## src/rtl/btn_pkg.sv

```systemverilog
// Shared definitions for the push-button conditioning path.
// The state encoding is fixed so the control side can decode it if exposed later.
package btn_pkg;

  typedef enum logic [1:0] {
    IDLE   = 2'd0,
    ARM    = 2'd1,
    HELD   = 2'd2,
    DISARM = 2'd3
  } btn_state_t;

endpackage

```

## src/rtl/debounce_fsm.sv

```systemverilog
// Per-button debounce FSM: accepts a press/release after DEBOUNCE_MS stable ticks
// and emits one-cycle press, release and long-hold strobes.
module debounce_fsm
  import btn_pkg::*;
#(
  parameter int DEBOUNCE_MS = 20,
  parameter int LONG_MS     = 1000
) (
  input  logic Clk,
  input  logic reset_n,
  input  logic s,
  input  logic tick,
  output logic pressed,
  output logic press_pulse,
  output logic release_pulse,
  output logic long_pulse
);

  localparam int DW = $clog2(DEBOUNCE_MS + 1);
  localparam int HW = $clog2(LONG_MS + 1);

  localparam logic [DW-1:0] DEB_LAST  = DW'(DEBOUNCE_MS - 1);
  localparam logic [DW-1:0] DEB_ONE   = DW'(1);
  localparam logic [HW-1:0] HOLD_LAST = HW'(LONG_MS - 1);
  localparam logic [HW-1:0] HOLD_MAX  = HW'(LONG_MS);
  localparam logic [HW-1:0] HOLD_ONE  = HW'(1);

  btn_state_t    state;
  logic [DW-1:0] deb_cnt;
  logic [HW-1:0] hold_cnt;
  logic          long_done;

  always_ff @(posedge Clk or negedge reset_n) begin
    if (!reset_n) begin
      state         <= IDLE;
      deb_cnt       <= '0;
      hold_cnt      <= '0;
      long_done     <= 1'b0;
      pressed       <= 1'b0;
      press_pulse   <= 1'b0;
      release_pulse <= 1'b0;
      long_pulse    <= 1'b0;
    end else begin
      press_pulse   <= 1'b0;
      release_pulse <= 1'b0;
      long_pulse    <= 1'b0;
      case (state)
        IDLE: begin
          pressed <= 1'b0;
          if (!s) begin
            state   <= ARM;
            deb_cnt <= '0;
          end
        end
        ARM: begin
          // A bounce back to released wins over a coincident tick.
          if (s) begin
            state <= IDLE;
          end else if (tick) begin
            if (deb_cnt == DEB_LAST) begin
              state       <= HELD;
              hold_cnt    <= '0;
              long_done   <= 1'b0;
              pressed     <= 1'b1;
              press_pulse <= 1'b1;
            end else begin
              deb_cnt <= deb_cnt + DEB_ONE;
            end
          end
        end
        HELD: begin
          pressed <= 1'b1;
          if (tick) begin
            if (hold_cnt != HOLD_MAX) hold_cnt <= hold_cnt + HOLD_ONE;
            if (hold_cnt == HOLD_LAST && !long_done) begin
              long_pulse <= 1'b1;
              long_done  <= 1'b1;
            end
          end
          if (s) begin
            state   <= DISARM;
            deb_cnt <= '0;
          end
        end
        DISARM: begin
          // hold_cnt and long_done survive a release glitch.
          if (!s) begin
            state <= HELD;
          end else if (tick) begin
            if (deb_cnt == DEB_LAST) begin
              state         <= IDLE;
              pressed       <= 1'b0;
              release_pulse <= 1'b1;
            end else begin
              deb_cnt <= deb_cnt + DEB_ONE;
            end
          end
        end
      endcase
    end
  end

endmodule

```

## src/rtl/button_conditioner.sv

```systemverilog
// Input stage for raw active-low board buttons: 2-flop synchronisers, a shared
// millisecond prescaler and one debounce FSM per button.
module button_conditioner
  import btn_pkg::*;
#(
  parameter int N_BTN       = 2,
  parameter int TICK_DIV    = 50000,
  parameter int DEBOUNCE_MS = 20,
  parameter int LONG_MS     = 1000
) (
  input  logic             Clk,
  input  logic             reset_n,
  input  logic [N_BTN-1:0] button,
  output logic [N_BTN-1:0] pressed,
  output logic [N_BTN-1:0] press_pulse,
  output logic [N_BTN-1:0] release_pulse,
  output logic [N_BTN-1:0] long_pulse
);

  localparam int PW = $clog2(TICK_DIV);

  localparam logic [PW-1:0] PRESC_LAST = PW'(TICK_DIV - 1);
  localparam logic [PW-1:0] PRESC_ONE  = PW'(1);

  logic [N_BTN-1:0] sync1;
  logic [N_BTN-1:0] sync2;
  logic [PW-1:0]    presc;
  logic             tick;

  // Synchronisers reset to the released level so no false press follows reset.
  always_ff @(posedge Clk or negedge reset_n) begin
    if (!reset_n) begin
      sync1 <= '1;
      sync2 <= '1;
    end else begin
      sync1 <= button;
      sync2 <= sync1;
    end
  end

  always_ff @(posedge Clk or negedge reset_n) begin
    if (!reset_n) begin
      presc <= '0;
    end else if (tick) begin
      presc <= '0;
    end else begin
      presc <= presc + PRESC_ONE;
    end
  end

  assign tick = (presc == PRESC_LAST);

  generate
    for (genvar gi = 0; gi < N_BTN; gi++) begin : g_btn
      debounce_fsm #(
        .DEBOUNCE_MS(DEBOUNCE_MS),
        .LONG_MS    (LONG_MS)
      ) u_fsm (
        .Clk          (Clk),
        .reset_n      (reset_n),
        .s            (sync2[gi]),
        .tick         (tick),
        .pressed      (pressed[gi]),
        .press_pulse  (press_pulse[gi]),
        .release_pulse(release_pulse[gi]),
        .long_pulse   (long_pulse[gi])
      );
    end
  endgenerate

endmodule

```

## config.mk

```make
export PLATFORM = sky130hd
export DESIGN_NAME = button_conditioner
export DESIGN_NICKNAME = d
export VERILOG_FILES = /design/src/rtl/btn_pkg.sv /design/src/rtl/debounce_fsm.sv /design/src/rtl/button_conditioner.sv
export SDC_FILE = /design/constraint.sdc
export NUM_CORES = 1
export LEC_CHECK = 0
export ABC_AREA = 0
export ABC_CLOCK_PERIOD_IN_PS = 5200
export CAP_MARGIN = 20
export CORE_UTILIZATION = 40
export DETAILED_ROUTE_END_ITERATION = 6
export HOLD_SLACK_MARGIN = 0.15
export MAX_ROUTING_LAYER = met4
export RECOVER_POWER = 50
export SLEW_MARGIN = 0
export SYNTH_ARGS = -nofsm -noshare
export SYNTH_HDL_FRONTEND = slang
export SYNTH_SLANG_ARGS = --single-unit
```

## constraint.sdc

```tcl
create_clock -name Clk -period 5.2 [get_ports Clk]
set_clock_uncertainty 0.1 [all_clocks]
set_input_delay 0.52 -clock Clk [delete_from_list [all_inputs] [get_ports Clk]]
set_output_delay 0.52 -clock Clk [all_outputs]
set_load 0.02 [all_outputs]
```

==> summary by stage <==
Status
The flow ran to the end, and the final reports show no timing, DRC or antenna violations.

Worst setup path
The most critical setup path has its endpoint at g_btn[0].u_fsm.hold_cnt[4]. The endpoint identified for the worst register-to-register timing path is g_btn[0].u_fsm.hold_cnt[4]. The worst reg2reg path depth is 6. The start point of the critical path is presc[0]. The maximum fanout encountered on the critical timing path is 17.

The worst setup path is launched from a register. The critical path capture point type is a register. In this run the critical register-to-register path is launched from presc[0]. STA puts the critical path data arrival time at around 3000 ps. In this run the register-to-register setup slack is ~2400 ps. The worst setup path category is register to register.

At the worst endpoint, the required time is around 5300 ps.

Timing
Across all hold checks on the routed design, the worst slack comes to roughly 230 ps. The count of endpoints failing hold in the final timing report is 0. The count of endpoints failing setup in the final report is 0. Timing would allow up to 352 MHz.

Dividing the final minimum period by the clock period gives 54.7%. For the final routed database, the setup TNS stands at 0 ps. Setup slack closes at 2360 ps. The count of final max-slew check failures is 0. Headroom to the max-slew limit came out at approximately 46%. Counting I/O delays and the setup requirement, the final critical path takes 2840 ps. The measured slew at the worst slew-check pin is 809 ps.

Setup repair after global routing left no endpoint under its margin.

Clocking
The clock insertion delay at the later pin of the skew report is 340 ps. The maximum level of the CTS H-tree is 3. After clock tree synthesis, the clock-pin slew on the worst setup and hold paths is 70 ps. The clock tree from TritonCTS is built. For this design, the CTS-stage hold fixing added 0 buffers. The longest clock path from root to sink contains 2 buffers. The number of clock sinks is between 60 and 70.

The number of buffers inserted during clock tree synthesis is 9. The number of post-CTS setup repair buffers is 0. The cell sitting at the root of the clock tree is a clkbuf_8. The post-cts sizing count is 0.

Power and ir drop
The worst-case IR drop observed on VDD is between 0.2 and 0.3 mV. Total power for the finished layout comes to roughly 1400 µW. The power density normalized to cell area is roughly 360 nW/µm². In this run the static leakage power is between 0.0015 and 0.002 µW.

Yosys
For this run, the leading register cell type out of synthesis is dfrtp_1. The synthesized netlist cell count is ~360. The share of the Yosys chip area taken by registers is 45.1%. The mapped netlist covers roughly 3600 µm². Yosys mapped a number of flops with a built-in enable equal to 0. The post-synthesis async set-or-reset flop share is between 90% and 100%. A synthesized cell averages 9.79 µm².

Counting every net in the synthesized netlist gives roughly 380. The count of unique library cells instantiated by Yosys is between 50 and 60. The number of synthesis warnings is 0. Synthesis inferred 64 register bits.

Global routing
The global-route wire length before repair is 11600 µm. The overflow left after global routing is 0. The initial antenna violation count is 0.

The number of global-route vias before repair is about 2500. The aggregate global-route resource usage is between 15 and 20%. Entering global routing, the biggest net connects 65 pins.

Floorplanning
The initial utilization of the core area, before any placement, comes to between 40% and 50%. Row generation in the floorplan step produced 34 rows. The floorplan step set the die height to approximately 96 µm.

The chip width is approximately 96 µm. The floorplan step defined a die boundary enclosing around 9300 µm². The core region is 8680 µm². The I/O pin count is 12.

Cells and area
After the last flow step, the layout net total stands at between 300 and 400. Leaving out filler cells and counting taps, the final layout contains 481. The fraction of final layout cells with drive strength greater than 1 is 8.58%. The layout has a little over 800 filler cells. The library cells used most frequently in the layout, excluding fill and tap cells, are dfrtp_1, nor2_1, nand2_1. The diode insertion count for antenna repair is 0. The relative area change from synthesis to final layout is 9.41%. Leaving out fill and tap cells, the most frequent cell in the layout is dfrtp_1.

Route
The number of iterations in the first detailed-routing pass is 5. Summed over all layers, the routed wires come to 6790 µm. The mean number of vias per cell is around 5.5. The residual DRC count is 0. The starting DRC count in detailed routing is 90.

The detail route stage leaves a number of antenna-violating nets equal to 0. Summing over every cut layer, the via total after detailed routing is roughly 2600. Dividing the detail-routed wire length by the instance count gives 14.1 µm.

Placement
Routability-driven placement finished with a final weighted congestion of a little over 0.8. OpenSTA, run right after detailed placement, puts the worst setup slack at 2430 ps. The count of port buffers added during placement is 11. The sum of net half-perimeters after detailed placement is 4430 µm. Counting tap cells, the placed design contains a total of around 470 instances.

Job
The number of max-cap violations is 0.

Hold path
The worst hold-check path type is input pin to async pin.
==> layout make-up <==
class | count | area (µm²) | share of cell area, %
Inverter | 18 | 67.6 | 1.73
Multi-Input combinational cell | 263 | 1780 | 45.6
Sequential cell | 64 | 1610 | 41.2
Clock buffer | 11 | 141 | 3.63
Clock inverter | 5 | 56.3 | 1.44
Timing Repair Buffer | 12 | 113 | 2.89
Tap cell | 108 | 135 | 3.47
==> metal layers <==
layer	vias to the layer above	global-route usage, %	wire [µm]
li1	1318	-	-
met2	45	24.6	2990
met3	10	2.82	158
met5	-	-	0
met4	0	8.46	118
met1	1262	22.9	3520
==> state kept, by name, indices dropped and copies added (netlist names), named ones only <==
register,cells
g_btn.u_fsm.hold_cnt,20
presc,16
g_btn.u_fsm.pressed,2
g_btn.u_fsm.long_pulse,2
g_btn.u_fsm.release_pulse,2
g_btn.u_fsm.state,2
g_btn.u_fsm.long_done,2
sync2,2
sync1,2
g_btn.u_fsm.deb_cnt,10
g_btn.u_fsm.press_pulse,2
==> where the power goes <==
part / leakage (µW) / internal (µW) / switching, µW
Sequential: 0.000849 / 531 / 26.6
Clock: 0.0000993 / 234 / 201
Combinational: 0.000717 / 167 / 238
==> kinds of logic after synthesis <==
| kind of cell | share of synthesized area (%) |
|---|---|
| XOR/XNOR | 5.41 |
| AND/OR/NAND/NOR | 24.8 |
| buffers and inverters | 4.99 |
| AO/OA/AOI/OAI | 11.7 |
| adder cells (fa/ha/maj) | 5.27 |
| flip-flops | 45.1 |
| multiplexers | 2.77 |
==> synthesized netlist by cell type (4+ instances only) <==
cell / n / area (µm²)
a21oi_1: 12 / 60.1
and2_1: 5 / 31.3
and3_1: 6 / 37.5
and4_1: 5 / 43.8
buf_2: 4 / 20.0
buf_4: 9 / 67.6
clkbuf_1: 6 / 22.5
dfrtp_1: 60 / 1500
dfstp_2: 4 / 105
ha_1: 15 / 188
inv_1: 18 / 67.6
mux2i_1: 5 / 50.1
nand2_1: 34 / 128
nand2b_1: 7 / 43.8
nand3_1: 14 / 70.1
nand4_1: 12 / 75.1
nor2_1: 38 / 143
nor3_1: 7 / 35.0
nor4_1: 7 / 43.8
o21ai_0: 13 / 65.1
o31ai_1: 5 / 37.5
o41ai_1: 6 / 52.6
or4_1: 5 / 37.5
xnor2_1: 16 / 140
xor2_1: 6 / 52.6
==> through the flow <==
step	cell area (µm²)	util (%)
after floorplan	3560	-
after global placement	3700	42.6
after detailed placement	3700	42.6
after CTS	3900	44.9
after global routing	3900	44.9
final	3900	44.9
==> worst min-delay path by stage <==
stage / from / endpoint / slack, ps / cells past startpoint
finish: reset_n / g_btn[0].u_fsm.hold_cnt[9] / 230 / 2
CTS: sync1[0] / sync2[0] / 250 / 0
detailed placement: sync1[0] / sync2[0] / 250 / 0
global placement: sync1[1] / sync2[1] / 250 / 0
global route: sync1[0] / sync2[0] / 260 / 0
floorplan: reset_n / async pin / 120 / 0
==> worst max-delay path, stage by stage (launching register included) <==
cell      delay (ps)
dfrtp_1          360
ha_1             260
and3_1           260
and4_1           700
nand3_1          450
o311ai_0         440
o41ai_1          130
Note: power is estimated with default switching activity, not from simulation.
